**src/rtl/imm_gen_pipe.sv**
```systemverilog
// Immediate generator: decodes the RISC-V immediate, class and PC-relative target
// of each offered instruction and buffers the results in a 2-entry ready/valid FIFO.
module imm_gen_pipe #(
  parameter int XLEN         = 32,
  parameter int SHIFT_DECODE = 1
) (
  input  logic            clk,
  input  logic            rst_n,
  input  logic            flush,
  input  logic            in_valid,
  output logic            in_ready,
  input  logic [31:0]     in_instr,
  input  logic [XLEN-1:0] in_pc,
  output logic            out_valid,
  input  logic            out_ready,
  output logic [XLEN-1:0] out_imm,
  output logic [2:0]      out_type,
  output logic [XLEN-1:0] out_target,
  output logic            out_illegal
);

  typedef enum logic [2:0] {
    T_NONE  = 3'd0,
    T_I     = 3'd1,
    T_S     = 3'd2,
    T_B     = 3'd3,
    T_U     = 3'd4,
    T_J     = 3'd5,
    T_SHAMT = 3'd6,
    T_CSRZ  = 3'd7
  } imm_type_e;

  typedef struct packed {
    logic [XLEN-1:0] imm;
    imm_type_e       typ;
    logic [XLEN-1:0] target;
    logic            illegal;
  } entry_t;

  localparam logic [6:0] OP_LOAD   = 7'b0000011;
  localparam logic [6:0] OP_IMM    = 7'b0010011;
  localparam logic [6:0] OP_AUIPC  = 7'b0010111;
  localparam logic [6:0] OP_IMM_32 = 7'b0011011;
  localparam logic [6:0] OP_STORE  = 7'b0100011;
  localparam logic [6:0] OP_OP     = 7'b0110011;
  localparam logic [6:0] OP_LUI    = 7'b0110111;
  localparam logic [6:0] OP_OP_32  = 7'b0111011;
  localparam logic [6:0] OP_BRANCH = 7'b1100011;
  localparam logic [6:0] OP_JALR   = 7'b1100111;
  localparam logic [6:0] OP_JAL    = 7'b1101111;
  localparam logic [6:0] OP_SYSTEM = 7'b1110011;

  logic [XLEN-1:0] imm_i, imm_s, imm_b, imm_u, imm_j;
  entry_t          dec;
  logic            use_target;
  logic            is_shift;

  assign imm_i = XLEN'($signed(in_instr[31:20]));
  assign imm_s = XLEN'($signed({in_instr[31:25], in_instr[11:7]}));
  assign imm_b = XLEN'($signed({in_instr[31], in_instr[7], in_instr[30:25], in_instr[11:8], 1'b0}));
  assign imm_u = XLEN'($signed({in_instr[31:12], 12'b0}));
  assign imm_j = XLEN'($signed({in_instr[31], in_instr[19:12], in_instr[20], in_instr[30:21], 1'b0}));
  // funct3 of 001 (SLLI) or 101 (SRLI/SRAI)
  assign is_shift = (SHIFT_DECODE != 0) && (in_instr[13:12] == 2'b01);

  always_comb begin
    dec        = '0;
    use_target = 1'b0;
    case (in_instr[6:0])
      OP_IMM: begin
        if (is_shift) begin
          dec.typ = T_SHAMT;
          dec.imm = (XLEN == 64) ? XLEN'(in_instr[25:20]) : XLEN'(in_instr[24:20]);
        end else begin
          dec.typ = T_I;
          dec.imm = imm_i;
        end
      end
      OP_IMM_32: begin
        if (XLEN != 64) begin
          dec.illegal = 1'b1;
        end else if (is_shift) begin
          dec.typ = T_SHAMT;
          dec.imm = XLEN'(in_instr[24:20]);
        end else begin
          dec.typ = T_I;
          dec.imm = imm_i;
        end
      end
      OP_LOAD, OP_JALR: begin
        dec.typ = T_I;
        dec.imm = imm_i;
      end
      OP_STORE: begin
        dec.typ = T_S;
        dec.imm = imm_s;
      end
      OP_BRANCH: begin
        dec.typ    = T_B;
        dec.imm    = imm_b;
        use_target = 1'b1;
      end
      OP_LUI: begin
        dec.typ = T_U;
        dec.imm = imm_u;
      end
      OP_AUIPC: begin
        dec.typ    = T_U;
        dec.imm    = imm_u;
        use_target = 1'b1;
      end
      OP_JAL: begin
        dec.typ    = T_J;
        dec.imm    = imm_j;
        use_target = 1'b1;
      end
      OP_SYSTEM: begin
        if (in_instr[14]) begin
          dec.typ = T_CSRZ;
          dec.imm = XLEN'(in_instr[19:15]);
        end
      end
      OP_OP: begin
      end
      OP_OP_32: begin
        if (XLEN != 64) dec.illegal = 1'b1;
      end
      default: dec.illegal = 1'b1;
    endcase
    if (use_target) dec.target = in_pc + dec.imm;
  end

  entry_t     mem_q [2];
  entry_t     mem_d [2];
  entry_t     head;
  logic       rd_ptr_q, rd_ptr_d;
  logic       wr_ptr_q, wr_ptr_d;
  logic [1:0] count_q, count_d;
  logic       push, pop;

  // in_ready depends only on the stored count (and reset), never on out_ready
  assign in_ready  = rst_n && (count_q != 2'd2);
  assign out_valid = (count_q != 2'd0);
  assign push      = in_valid && in_ready && !flush;
  assign pop       = out_valid && out_ready;

  always_comb begin
    mem_d    = mem_q;
    rd_ptr_d = rd_ptr_q;
    wr_ptr_d = wr_ptr_q;
    count_d  = count_q;
    if (flush) begin
      rd_ptr_d = 1'b0;
      wr_ptr_d = 1'b0;
      count_d  = 2'd0;
    end else begin
      if (push) begin
        mem_d[wr_ptr_q] = dec;
        wr_ptr_d        = ~wr_ptr_q;
      end
      if (pop) rd_ptr_d = ~rd_ptr_q;
      case ({push, pop})
        2'b10:   count_d = count_q + 2'd1;
        2'b01:   count_d = count_q - 2'd1;
        default: count_d = count_q;
      endcase
    end
  end

  always_ff @(posedge clk) begin
    if (!rst_n) begin
      rd_ptr_q <= 1'b0;
      wr_ptr_q <= 1'b0;
      count_q  <= 2'd0;
    end else begin
      rd_ptr_q <= rd_ptr_d;
      wr_ptr_q <= wr_ptr_d;
      count_q  <= count_d;
    end
  end

  always_ff @(posedge clk) begin
    mem_q <= mem_d;
  end

  // Outputs read as zero whenever nothing is presented, including after reset
  assign head        = mem_q[rd_ptr_q];
  assign out_imm     = out_valid ? head.imm     : '0;
  assign out_type    = out_valid ? head.typ     : T_NONE;
  assign out_target  = out_valid ? head.target  : '0;
  assign out_illegal = out_valid ? head.illegal : 1'b0;

endmodule

```
**config.mk**
```make
export PLATFORM = sky130hd
export DESIGN_NAME = imm_gen_pipe
export DESIGN_NICKNAME = d
export VERILOG_FILES = /design/src/rtl/imm_gen_pipe.sv
export SDC_FILE = /design/constraint.sdc
export NUM_CORES = 1
export LEC_CHECK = 0
export CORE_ASPECT_RATIO = 1.5
export CORE_MARGIN = 10
export CORE_UTILIZATION = 55
export CTS_BUF_LIST = sky130_fd_sc_hd__clkbuf_4 sky130_fd_sc_hd__clkbuf_8
export CTS_CLUSTER_SIZE = 30
export DETAILED_ROUTE_END_ITERATION = 8
export PLACE_DENSITY_LB_ADDON = 0.1
export SLEW_MARGIN = 5
export SYNTH_ARGS = -nofsm -noshare
export SYNTH_HDL_FRONTEND = slang
export SYNTH_SLANG_ARGS = --single-unit
```
**constraint.sdc**
```tcl
create_clock -name clk -period 5.01 [get_ports clk]
set_clock_uncertainty 0.2 [all_clocks]
set_input_delay 0.501 -clock clk [delete_from_list [all_inputs] [get_ports clk]]
set_output_delay 0.501 -clock clk [all_outputs]
set_load 0.1 [all_outputs]
```
After elaboration in Yosys (flattened, before gate mapping). Index checks and enable logic that the tools add are counted.

Add/sub/neg operators: 3. Magnitude comparators: 3. Equality and inequality tests: 14. Muxes and demuxes: 17. Bitwise logic cells: 6. Reduce and logical (&&, ||, !) cells: 14.

Operators by type and width (number): $mux W68 (4); $pmux W35 S7 (1); $bwmux W136 (1); $mux W32 (3); $demux W68 S1 (1); $mux W35 (1); $add A32 B32 Y32 (1); $eq A7 B7 Y1 const B (4); $eq A7 B6 Y1 const B (3); $eq A7 B5 Y1 const B (2); $reduce_or A10 Y1 (1); $mux W8 (1); $eq A7 B2 Y1 const B (1); $reduce_or A2 Y1 (3); $logic_and A1 B1 Y1 (5); $eq A2 B1 Y1 const B (2); $ge A2 B2 Y1 const B (2); $not A1 Y1 (4); $not A1 Y2 (2); $pmux W2 S2 (1); $reduce_bool A2 Y1 (2); $mux W1 (3); $mux W3 (1); $reduce_or A3 Y1 (1); other kinds (7) (7).

Bits in registers: 140. Input port bits: 69. Output and inout port bits: 70. Logic and storage cells: 68.

Depth between registers and ports, before layout.
Depth in word-level cells: 6. Gate-level depth with buffers: 17.

Least setup slack after synthesis. Ideal clock, no wire load.

Kind: input -> register. From: input port flush. To: register mem_q[0] (netlist name) (enable). Data arrival time: 3635 ps. Setup slack: 681 ps. Cell stages on the path: 2. Path buffers: 0. Cells stage by stage: nand4b_1 -> nor2_1.

Cells in the longest elaborated chain, start to end: 3. Elaborated cells on any way between the ends: 4. Classes of those cells: bitwise: 1; reduce/logical: 3.

RTL lines: from (decl) (line 9) `input logic flush,`; $logic_not A1 Y1 (line 144) `assign push = in_valid && in_ready && !flush;`; $logic_and A1 B1 Y1 (line 144); $reduce_and A2 Y1 (no source line) *; to (signal assigned) (line 183) `mem_q <= mem_d;`; to (decl) (line 133) `entry_t mem_q [2];`.

Mark *: on every way between the ends. The rest lies on a longest branch, timed or not. A chain may end at the register's enable or synchronous reset.

==> out/qor.yml <==
power_and_ir_drop:
  p_clk_frac: 0.364
  seq_power_share: 0.515
  p_per_area_nw_per_um2: 249
  p_leak_uw: 0.00368
  ir_drop_mv: 0.237
  p_int_uw: 1830
  swShare: 0.267
  switching_power_uw: 665
  pwr-share-comb: 0.120
global_routing:
  antenna_found_initial: 0
  grt_pass1_wl_um: 36200
  grt_util_all_layers: 0.233
  grt_pass1_vias: 6482
  grt_max_degree: 70
  gr-total-overflow: 0
clocking:
  cts_setup_buffers: 0
  path_clk_slew_ps: 80
  cts_num_sinks: 140
  hold_buffers: 0
  clock_latency_ps: 440
  cts_buffers: 17
  cts_resized: 0
  h-tree-depth: 4
  tritoncts: "done"
  cts_root_buf: "clkbuf_8"
  cts_buffer_depth: 2
logic_synthesis:
  synthDistinctLibCells: 59
  synth_area_sq_um: 7820
  synth_nets: 808
  synth_edf_count: 136
  synthCells: 706
  yosysWarnings: 0
  yosysSeqAreaShare: 0.532
  syn_avg_cell_area_sq_um: 11.1
  async_flop_share: 0
  ys.flop_type: "edfxtp_1"
  synth-seq-cells: 140
floorplan:
  initial_core_util: 0.559
  die_h_um: 166
  rows: 53
  ios: 139
  die_area_sq_um: 19500
  die_w_um: 117
  fp.coreArea_sq_um: 14000
timing:
  hold_viol: 0
  timing.final.crit_share: 0.925
  finalMaxSlewViolations: 0
  fmax_ghz: 0.216
  setup_viol: 0
  setup_ws_ps: 375
  max-slew-margin-rel: 0.323
  worst_pin_slew_ps: 1010
  period_minus_slack_ps: 4630
  rsz0062_at_grt: "false"
  finalSetupTns_ps: 0
run:
  max_cap_viol_count: 0
layout:
  num-nets-final: 968
  drive_gt1_frac: 0.0956
  insertedDiodeCount: 0
  n_fill_cell: 971
  syn2layout_area_growth_pct: 28.0
setup_path:
  critical_path_class: "in2reg"
  cp_slowest_cell: "nor4b_1"
  endpoint_kind: "flop"
  worstPathArrival_ps: 4710
  cpMostUsedCell: "a21o_1"
  r2r_slack_ps: 2490
  cp_cell_sequence: "clkdlybuf4s50_1 > inv_1 > nand3_1 > nor4b_1 > a32oi_1 > nand2_1 > ha_1 > fa_1 > a21o_1 > a221oi_1 > o21ai_1 > a211oi_1 > buf_4 > or4_1 > a21o_1 > a21oi_1"
  path_max_fanout: 7
  cp_top_family: "simple AND/OR/NAND/NOR gates"
  critPathLaunchType: "input port"
  slowest_delay_ps: 870
  crit_required_ps: 5080
  crit_buf_inv: 3
hold_path:
  hold_path_class: "reg2reg"
place:
  dp_slack_ps: 35.9
  dp_hpwl_um: 17400
  io_buffers: 138
  place_congestion: 0.992
routing:
  drc: 0
  viasPerCell: 5.84
  wl_per_cell_um: 21.5
  drtIter0Drc: 549
  wl_um: 23000
  dr_total_vias: 6258
  drt_pass1_iterations: 7
  ant_nets: 0
outcome:
  outcome: "finished, final reports clean"
[tightest hold or removal path: stages, from the launching register on]
cell and delay, ps:
dfxtp_1 360, o21ai_0 100, a21oi_1 70
[flip-flops by register name, indices dropped and copies added (netlist names)]
signal and flops:
mem_q 136, count_q 2, rd_ptr_q 1, wr_ptr_q 1
[metrics by stage]
stage	utilization	instance area (sq um)	hold slack (ps)	total power, uW	std cells
floorplan	-	7820	272	1480	706
global placement	0.688	9630	315	1610	1039
detailed placement	0.688	9630	361	1610	1039
CTS	0.716	10000	374	2500	1071
global route	0.716	10000	405	2570	1071
finish	0.716	10000	373	2490	1071
[final timing paths]
kind / cells after the start / start / endpoint
hold / removal: 2 / count_q[1]$_SDFFE_PP0P_ / count_q[1]$_SDFFE_PP0P_
setup reg to reg: 7 / count_q[0]$_SDFFE_PP0P_ / count_q[1]$_SDFFE_PP0P_
hold reg to reg: 2 / count_q[1]$_SDFFE_PP0P_ / count_q[1]$_SDFFE_PP0P_
setup / recovery: 16 / in_instr[3] / mem_q[97]$_DFFE_PP_
[power by group through the flow]
| stage | Sequential [uW] | Combinational [uW] | Clock [uW] |
|---|---|---|---|
| floorplan | 1310 | 166 | 0 |
| finish | 1290 | 300 | 908 |
| detailed placement | 1310 | 296 | 0 |
| global route | 1290 | 320 | 968 |
| CTS | 1290 | 298 | 920 |
| global placement | 1310 | 295 | 0 |
[placed cells by master, fill, tap and decap left out, types with 4 or more instances in the layout]
| cell | instances |
|---|---|
| clkdlybuf4s50_1 | 138 |
| edfxtp_1 | 136 |
| nor2_1 | 116 |
| mux2i_1 | 68 |
| a21o_1 | 40 |
| nand2_1 | 38 |
| buf_4 | 37 |
| a21oi_1 | 36 |
| ha_1 | 32 |
| o21ai_0 | 21 |
| clkbuf_8 | 18 |
| inv_1 | 17 |
| xnor2_1 | 17 |
| nand3_1 | 13 |
| xor2_1 | 12 |
| nor3_1 | 10 |
| and2_1 | 7 |
| nor2b_1 | 7 |
| nand4_1 | 7 |
| inv_6 | 7 |
| or3_1 | 6 |
| nand2b_1 | 6 |
| a31oi_1 | 5 |
| a211oi_1 | 5 |
| a222oi_1 | 4 |
| o211ai_1 | 4 |
| or4_1 | 4 |
| o31ai_1 | 4 |
[synth_stat cells, drive strengths merged, types with 5 or more instances]
master / instances / area (sq um)
ha: 32 / 400
o21ai: 23 / 115
nand4: 9 / 77.6
nand3: 13 / 65.1
inv: 17 / 63.8
buf: 9 / 41.3
xor2: 12 / 105
a21o: 40 / 300
or4: 5 / 41.3
nor2b: 7 / 43.8
xnor2: 17 / 149
mux2i: 68 / 681
nor3: 10 / 50.1
nand2: 38 / 143
clkbuf: 26 / 97.6
nand2b: 6 / 37.5
a31oi: 5 / 31.3
a21oi: 37 / 189
edfxtp: 136 / 4080
a211oi: 5 / 37.5
or3: 7 / 48.8
and2: 8 / 52.6
nor2: 119 / 447
[cell type report]
| class | instances | area [sq um] | share of cell area |
|---|---|---|---|
| clock buffers | 19 | 255 | 0.0255 |
| clock inverters | 13 | 130 | 0.0130 |
| inverters | 17 | 63.8 | 0.00637 |
| multi-input cells | 514 | 3480 | 0.347 |
| flip-flops and latches | 140 | 4170 | 0.416 |
| well taps | 192 | 240 | 0.0240 |
| repair buffers | 176 | 1680 | 0.168 |
[logic make-up (layout without fill, tap and decap cells)]
| logic type | count (synthesis) | count (layout) | share of synthesized area |
|---|---|---|---|
| and+or+nand+nor | 234 | 234 | 0.140 |
| AOI/OAI and AO/OA | 149 | 149 | 0.127 |
| DFF | 140 | 140 | 0.532 |
| muxes | 69 | 69 | 0.0885 |
| buffers and inverters | 52 | 225 | 0.0259 |
| adders and majority gates | 33 | 33 | 0.0537 |
| xor gates and xnor gates | 29 | 29 | 0.0325 |
[metal layers]
| metal | global-route usage | vias up | routed length (um) |
|---|---|---|---|
| met5 | 0 | - | 0 |
| met4 | 0.0792 | 0 | 449 |
| met2 | 0.436 | 270 | 12800 |
| li1 | - | 2949 | - |
| met3 | 0.0316 | 34 | 1200 |
| met1 | 0.262 | 3005 | 8640 |
(Power assumes the default switching activity.)
